--- src/rtl/fwd_hazard_ctrl.sv ---
// Forwarding-select and load-use stall control for a 5-stage pipeline.
// Holds only register numbers and control bits for EX/MEM/WB, never datapath values.

module fwd_sel #(
  parameter int REG_W = 5
) (
  input  logic             ex_valid,
  input  logic [REG_W-1:0] src,
  input  logic             mem_valid,
  input  logic [REG_W-1:0] mem_dest,
  input  logic             mem_rw,
  input  logic             mem_mr,
  input  logic             wb_valid,
  input  logic [REG_W-1:0] wb_dest,
  input  logic             wb_rw,
  output logic [1:0]       sel
);
  // MEM wins over WB so the youngest producer is chosen; a load in MEM has no result yet
  always_comb begin
    sel = 2'b00;
    if (ex_valid && mem_valid && mem_rw && !mem_mr && (mem_dest != '0) && (mem_dest == src))
      sel = 2'b10;
    else if (ex_valid && wb_valid && wb_rw && (wb_dest != '0) && (wb_dest == src))
      sel = 2'b01;
  end
endmodule

module fwd_hazard_ctrl #(
  parameter int REG_W = 5,
  parameter int CNT_W = 16
) (
  input  logic             Clk,
  input  logic             Rst,
  input  logic             IdValid,
  input  logic [REG_W-1:0] IdRs,
  input  logic [REG_W-1:0] IdRt,
  input  logic [REG_W-1:0] IdDest,
  input  logic             IdRegWrite,
  input  logic             IdMemRead,
  input  logic             Flush,
  output logic [1:0]       SelA,
  output logic [1:0]       SelB,
  output logic             Stall,
  output logic [CNT_W-1:0] StallCount
);
  typedef struct packed {
    logic             valid;
    logic [REG_W-1:0] rs;
    logic [REG_W-1:0] rt;
    logic [REG_W-1:0] dest;
    logic             rw;
    logic             mr;
  } ex_t;

  typedef struct packed {
    logic             valid;
    logic [REG_W-1:0] dest;
    logic             rw;
    logic             mr;
  } mem_t;

  typedef struct packed {
    logic             valid;
    logic [REG_W-1:0] dest;
    logic             rw;
  } wb_t;

  ex_t              ex_q, ex_d;
  mem_t             mem_q, mem_d;
  wb_t              wb_q, wb_d;
  logic [CNT_W-1:0] cnt_q, cnt_d;

  assign Stall = IdValid && !Flush && ex_q.valid && ex_q.mr && ex_q.rw &&
                 (ex_q.dest != '0) && ((ex_q.dest == IdRs) || (ex_q.dest == IdRt));

  always_comb begin
    ex_d = '0;
    if (IdValid && !Stall && !Flush)
      ex_d = '{valid: 1'b1, rs: IdRs, rt: IdRt, dest: IdDest, rw: IdRegWrite, mr: IdMemRead};
    mem_d = '{valid: ex_q.valid, dest: ex_q.dest, rw: ex_q.rw, mr: ex_q.mr};
    wb_d  = '{valid: mem_q.valid, dest: mem_q.dest, rw: mem_q.rw};
    cnt_d = cnt_q;
    if (Stall && (cnt_q != '1))
      cnt_d = cnt_q + CNT_W'(1);
  end

  always_ff @(posedge Clk) begin
    if (Rst) begin
      ex_q  <= '0;
      mem_q <= '0;
      wb_q  <= '0;
      cnt_q <= '0;
    end else begin
      ex_q  <= ex_d;
      mem_q <= mem_d;
      wb_q  <= wb_d;
      cnt_q <= cnt_d;
    end
  end

  // operand 0 = A (rs), operand 1 = B (rt)
  logic [1:0][REG_W-1:0] ex_src;
  logic [1:0][1:0]       sel;
  assign ex_src = {ex_q.rt, ex_q.rs};

  for (genvar g = 0; g < 2; g++) begin : g_op
    fwd_sel #(.REG_W(REG_W)) u_sel (
      .ex_valid (ex_q.valid),
      .src      (ex_src[g]),
      .mem_valid(mem_q.valid),
      .mem_dest (mem_q.dest),
      .mem_rw   (mem_q.rw),
      .mem_mr   (mem_q.mr),
      .wb_valid (wb_q.valid),
      .wb_dest  (wb_q.dest),
      .wb_rw    (wb_q.rw),
      .sel      (sel[g])
    );
  end

  assign SelA       = sel[0];
  assign SelB       = sel[1];
  assign StallCount = cnt_q;
endmodule

--- config.mk ---
export PLATFORM = sky130hd
export DESIGN_NAME = fwd_hazard_ctrl
export DESIGN_NICKNAME = d
export VERILOG_FILES = /design/src/rtl/fwd_hazard_ctrl.sv
export SDC_FILE = /design/constraint.sdc
export NUM_CORES = 1
export LEC_CHECK = 0
export BUFFER_PORTS_ARGS = -buffer_cell sky130_fd_sc_hd__buf_2
export CAP_MARGIN = 20
export CORE_MARGIN = 1
export CORE_UTILIZATION = 55
export CTS_BUF_LIST = sky130_fd_sc_hd__clkbuf_8 sky130_fd_sc_hd__clkbuf_16
export DETAILED_ROUTE_END_ITERATION = 8
export PLACE_DENSITY = 0.85
export SYNTH_ARGS = -nofsm -noshare
export SYNTH_HDL_FRONTEND = slang
export SYNTH_HIERARCHICAL = 1
export SYNTH_SLANG_ARGS = --single-unit
--- constraint.sdc ---
create_clock -name Clk -period 2.2 [get_ports Clk]
set_input_delay 0.11 -clock Clk [delete_from_list [all_inputs] [get_ports Clk]]
set_output_delay 0.11 -clock Clk [all_outputs]
set_load 0.02 [all_outputs]
==> run summary, run 1 <==
Hold Crit Depth: 2
Ys flop type: dfxtp_1
CP Class: flop to flop
Vias per inst: 5.437
Minimum clock period: 2.015 ns
Met2 wire length: 2051 um
Total power: 1574 uW
Vias post-DR: 1805
Final instance area: 2708 um^2
Most common cell in the netlist: dfxtp_1
Per-cell routed wire length: 13.29 um
Initial DRC count: 74
Worst-path clk slew: 0.10 ns
Top Metal Used: met4
Post-Route WL: 4413 um
Slew HR: 63.65%
Vias in the first global route: 1522
Reg power frac: 58.1%
Register area share after synthesis: 42.31%
GP Congestion: 0.9009
Internal power: 1187 uW
Reg2Reg Depth: 6
Hold/Removal Path Class: input pin to flop
Pre-Repair DR Iteration Count: 4
Post-synth ARST share: 0%
Skew-Pair Late Insertion Delay: 0.31 ns
Final number of max-transition violations: 0
FMAX: 496.2 MHz
Initial Util: 57.55%
Synth area leader: dfxtp_1
Nature of the critical path startpoint: flop
VDD IR-drop max: 0.0004232 V
Metal3 WL: 160 um
Syn nets: 253
First-pass GRT wire length: 6817 um
Clock share of power: 35.0%
Final Util: 67.21%
Final Hold Violating Endpoints: 0
Die Y: 66.93 um
Ratio of cells with drive above 1 in the final layout: 26.24%
Share of the synthesized area in the top cell type: 42.31%
Sw Share: 24.60%
Setup crit end kind: flop
GRT Resource Usage Total: 20.93%
Longest Clk Path Bufs: 2
Crit path required time: 2.40 ns
Die Wd: 66.93 um
Io pins: 42
Maximum Capacitance Violations: 0
Area Overhead vs Synth: 16.78%
Hpwl dp: 3230 um
Setup TNS: 0 ns
Crit share post-route: 91.61%
RSZ-0062 raised after global routing: no
DRT antenna net count: 0
Synth warn: 6
Initial antenna violation count: 0
PortBufs: 41
Post-Place Cell Area: 2544 um^2
Antenna Cells: 0
Status: finished, final reports clean
# setup viols final: 0
WL met1: 2134 um
CTS tree: yes
Count of different cell masters after synthesis: 43
Crit-path max FO: 23
Synth Register Bits: 49
CORE AREA: 4029 um^2
Worst Tran Pin Value: 0.5432 ns
CTS Sinks: 49
Pin count of the biggest net entering global routing: 27
Post-Syn Instances: 231
PostCTS Resize Cnt: 0
Leakage power: 0.001051 uW
Synth Cell Area: 2318 um^2
Final net count: 303
Root buffer cell: clkbuf_8
Net Switching: 387.4 uW
Cts bufs inserted: 5
Avg Cell Area, Syn: 10.04 um^2
Clk_skew: 0.01010 ns
Synth top area cells: dfxtp_1 (42%), xnor2_1 (6.8%), and2_1 (4.9%)
DRC: 0
CTS H-tree depth: 2
Data arrival, critical path: 2.22 ns
Synth top cells by count: dfxtp_1 (49), and2_1 (18), nor2b_1 (18), xnor2_1 (18)
EDFF count, synth: 0
Area of the die: 4479 um^2
Comb pwr share: 6.9%
Power Dens Cells: 581.5 nW/um^2
Row count: 23
Remaining Overflow, GRT: 0
==> cell type report <==
type | instances | area [um^2]
Fill cell | 311 | 1321
Multi-Input combinational cell | 168 | 1250
Sequential cell | 49 | 980.9
Timing Repair Buffer | 51 | 297.8
Clock buffer | 5 | 68.82
Tap cell | 50 | 62.56
Clock inverter | 3 | 25.02
Inverter | 6 | 22.52
==> path summary, 6_finish.rpt <==
path                               startpoint             to  slack (ns)
worst max-delay path            StallCount[0]  StallCount[7]        0.18
worst min-delay path                  IdRt[2]        ex_q[9]        0.02
worst max register to register  StallCount[0]  StallCount[7]        0.18
worst min register to register        ex_q[0]       mem_q[0]        0.48
==> registers in the layout, summed over array words and instances (netlist names) <==
register / cells
StallCount: 16
ex_q: 18
mem_q: 8
wb_q: 7
==> critical path, cell delays in order (launching register included) <==
cell and delay, ns:
dfxtp_1 0.41, ha_1 0.22, and3_1 0.19, nand4_1 0.17, o21ai_4 0.49, nor4_2 0.11, mux2_4 0.31
==> cell families (layout without fill, tap and decap cells) <==
logic type | Yosys count | in the layout | synth area share [%]
AO/OA/AOI/OAI | 31 | 31 | 11.98
AND/OR/NAND/NOR | 101 | 101 | 27.20
buffers and inverters | 14 | 65 | 3.777
XOR/XNOR | 30 | 30 | 11.33
flip-flops | 49 | 49 | 42.31
multiplexers | 5 | 5 | 2.860
adder cells (fa/ha/maj) | 1 | 1 | 0.5396
==> through the flow <==
stage | hold WS [ns] | setup slack (ns) | instances
after floorplan | 0.2317 | 0.3215 | 231
after global placement | 0.3106 | 0.2693 | 317
after detailed placement | 0.3111 | 0.2044 | 317
after CTS | 0.01437 | 0.1762 | 332
after global routing | 0.01646 | 0.02431 | 332
final | 0.02330 | 0.1847 | 332
==> power groups by stage <==
stage,clock (uW),combinational [uW],sequential (uW)
after floorplan,0,66.4,931
after global placement,0,96.5,935
after detailed placement,0,99.0,935
after CTS,565,109,915
after global routing,598,119,917
final,551,109,915
==> placed cells by master (no fill, tap or decap), types with 7 or more instances in the layout <==
master	n
and2_1	18
buf_2	41
dfxtp_1	49
dlygate4sd3_1	7
nand2_1	10
nand4_1	9
nor2_1	12
nor2b_1	18
o31ai_1	9
or4_1	9
xnor2_1	18
xor2_1	12
==> layer usage <==
| metal | GRT usage (%) | vias to the layer above |
|---|---|---|
| met5 | 0 | - |
| met4 | 10.64 | 0 |
| met3 | 5.651 | 4 |
| met2 | 31.69 | 39 |
| met1 | 26.96 | 839 |
| li1 | - | 923 |
==> what timing repair did <==
item | 4_1_cts | 5_1_grt
hold endpoints to repair | 7 | 0
setup buffers | 0 | 0
hold buffers | 7 | 0
No activity file was read; power rests on OpenSTA's default activity.
==> inputs of run 2 (changes only) <==
--- a/config.mk
+++ b/config.mk
@@ -11,6 +11,7 @@
 export CORE_UTILIZATION = 55
 export CTS_BUF_LIST = sky130_fd_sc_hd__clkbuf_8 sky130_fd_sc_hd__clkbuf_16
 export DETAILED_ROUTE_END_ITERATION = 8
+export HOLD_SLACK_MARGIN = 0.03
 export PLACE_DENSITY = 0.85
 export SYNTH_ARGS = -nofsm -noshare
 export SYNTH_HDL_FRONTEND = slang
==> run 2 against run 1 <==
Utilization is 2.0 points higher. Critical path type unchanged. Via count is 4.5% higher. Clock skew is 0.0013 ns lower. Worst hold slack better by 0.020 ns. Worst setup slack hardly changed. Sequential share of layout area is 1.0 points lower. Total power is 1.1% higher. Clock power is 0.7% higher. Final cell count is 2.4% higher. Non-clock buffer count is 8 higher. Highest routed layer unchanged. Wire length is 6.5% higher.
==> run summary, run 2 (synthesized netlist as in run 1, its figures left out) <==
Status: finished, final reports clean
WP buf/inv: 0
Hold Buf Count CTS: 15
Final instance area: 2788 um^2
Row count: 23
Max reg flops: 18
CP top delay family: compound AO/OA/AOI/OAI gates
Commonest cells after routing, fill and taps aside: dfxtp_1 (49), buf_2 (41), nor2b_1 (18), and2_1 (18), xnor2_1 (18)
Hold/Removal Path Class: input pin to flop
Final number of max-transition violations: 0
RSZ-0062 raised after global routing: no
Pre-Repair DR Iteration Count: 5
Vias in the first global route: 1636
Longest Clk Path Bufs: 2
CORE AREA: 4029 um^2
FMAX: 496.1 MHz
Post-CTS setup buffer count: 0
Per-cell routed wire length: 13.82 um
Remaining Overflow, GRT: 0
PostCTS Resize Cnt: 0
Crit path required time: 2.41 ns
# setup viols final: 0
CTS tree: yes
Root buffer cell: clkbuf_8
Io pins: 42
Pin count of the biggest net entering global routing: 27
Reg with most FFs: ex_q
CTS H-tree depth: 2
Cts bufs inserted: 5
Maximum Capacitance Violations: 0
Data arrival, critical path: 2.22 ns
Final Hold Violating Endpoints: 0
Antenna Cells: 0
Filler cells: 301
Setup crit end kind: flop
Hpwl dp: 3230 um
Vias post-DR: 1886
Initial DRC count: 76
Most common cell after layout, fill and taps aside: dfxtp_1
Die Wd: 66.93 um
CTS Sinks: 49
First-pass GRT wire length: 7265 um
Slowest CP cell: o21ai_4
Post-Place Cell Area: 2544 um^2
Die Y: 66.93 um
Slowest stage delay, CP: 0.48 ns
GRT Resource Usage Total: 22.44%
CP Class: flop to flop
Leakage power: 0.001085 uW
Initial Util: 57.55%
Crit share post-route: 91.62%
DRT antenna net count: 0
Worst-path clk slew: 0.09 ns
Worst Tran Pin Value: 0.5364 ns
CP Cell Sequence: ha_1, and3_1, nand4_1, o21ai_4, nor4_2, mux2_4
Area Overhead vs Synth: 20.24%
Hold WS: 0.04307 ns
GP Congestion: 0.9009
Slew HR: 64.10%
Power Dens Cells: 570.9 nW/um^2
Ratio of cells with drive above 1 in the final layout: 25.52%
Initial antenna violation count: 0
VDD IR-drop max: 0.0004302 V
Nature of the critical path startpoint: flop
Post-Route WL: 4698 um
Vias per inst: 5.547
Crit-path max FO: 23
DRC: 0
Clk_skew: 0.008795 ns
PortBufs: 41
Setup TNS: 0 ns
Final net count: 311
Skew-Pair Late Insertion Delay: 0.31 ns
Minimum clock period: 2.016 ns
Area of the die: 4479 um^2
## run 2: changes by cell type in the layout (fill, tap and decap cells not counted)
cell,delta
dlygate4sd3_1,+8
## run 2: worst paths after layout
check / depth (start not counted) / startpoint / to / slack [ns]
max: 6 / StallCount[1] / StallCount[7] / 0.18
min: 2 / IdRs[1] / ex_q[13] / 0.04
max reg2reg: 6 / StallCount[1] / StallCount[7] / 0.18
min reg2reg: 1 / ex_q[0] / mem_q[0] / 0.48
## run 2: layout make-up
| type | instances | area [um^2] | area share (%) |
|---|---|---|---|
| inverters | 6 | 22.52 | 0.8079 |
| flip-flops and latches | 49 | 980.9 | 35.19 |
| repair buffers | 59 | 377.9 | 13.55 |
| clock inverters | 3 | 25.02 | 0.8977 |
| well taps | 50 | 62.56 | 2.244 |
| multi-input cells | 168 | 1250 | 44.84 |
| clock buffers | 5 | 68.82 | 2.469 |
## run 2: where the power goes
part | internal, uW | switching [uW]
registers | 899 | 15.3
clock network | 232 | 323
logic | 65.1 | 56.7
## run 2: worst reg2reg max path, stage by stage, from the launching register on
cell     delay, ns
dfxtp_1       0.41
ha_1          0.23
and3_1        0.19
nand4_1       0.17
o21ai_4       0.48
nor4_2        0.11
mux2_4        0.31
## run 2: routing by layer
layer | part of all wire [%] | GRT usage [%] | vias to the layer above
met4 | 3.0 | 12.77 | 0
met5 | 0 | 0 | -
met2 | 46 | 33.46 | 55
met3 | 3.9 | 6.849 | 13
li1 | - | - | 940
met1 | 47 | 28.32 | 878
## run 2: metrics by stage
stage | utilization (%) | instances | setup slack [ns] | total power, uW
floorplan | - | 231 | 0.3215 | 997.6
global placement | 63.14 | 317 | 0.2693 | 1032
detailed placement | 63.14 | 317 | 0.2044 | 1034
CTS | 69.19 | 340 | 0.1762 | 1599
global route | 69.19 | 340 | 0.02429 | 1649
finish | 69.19 | 340 | 0.1845 | 1591
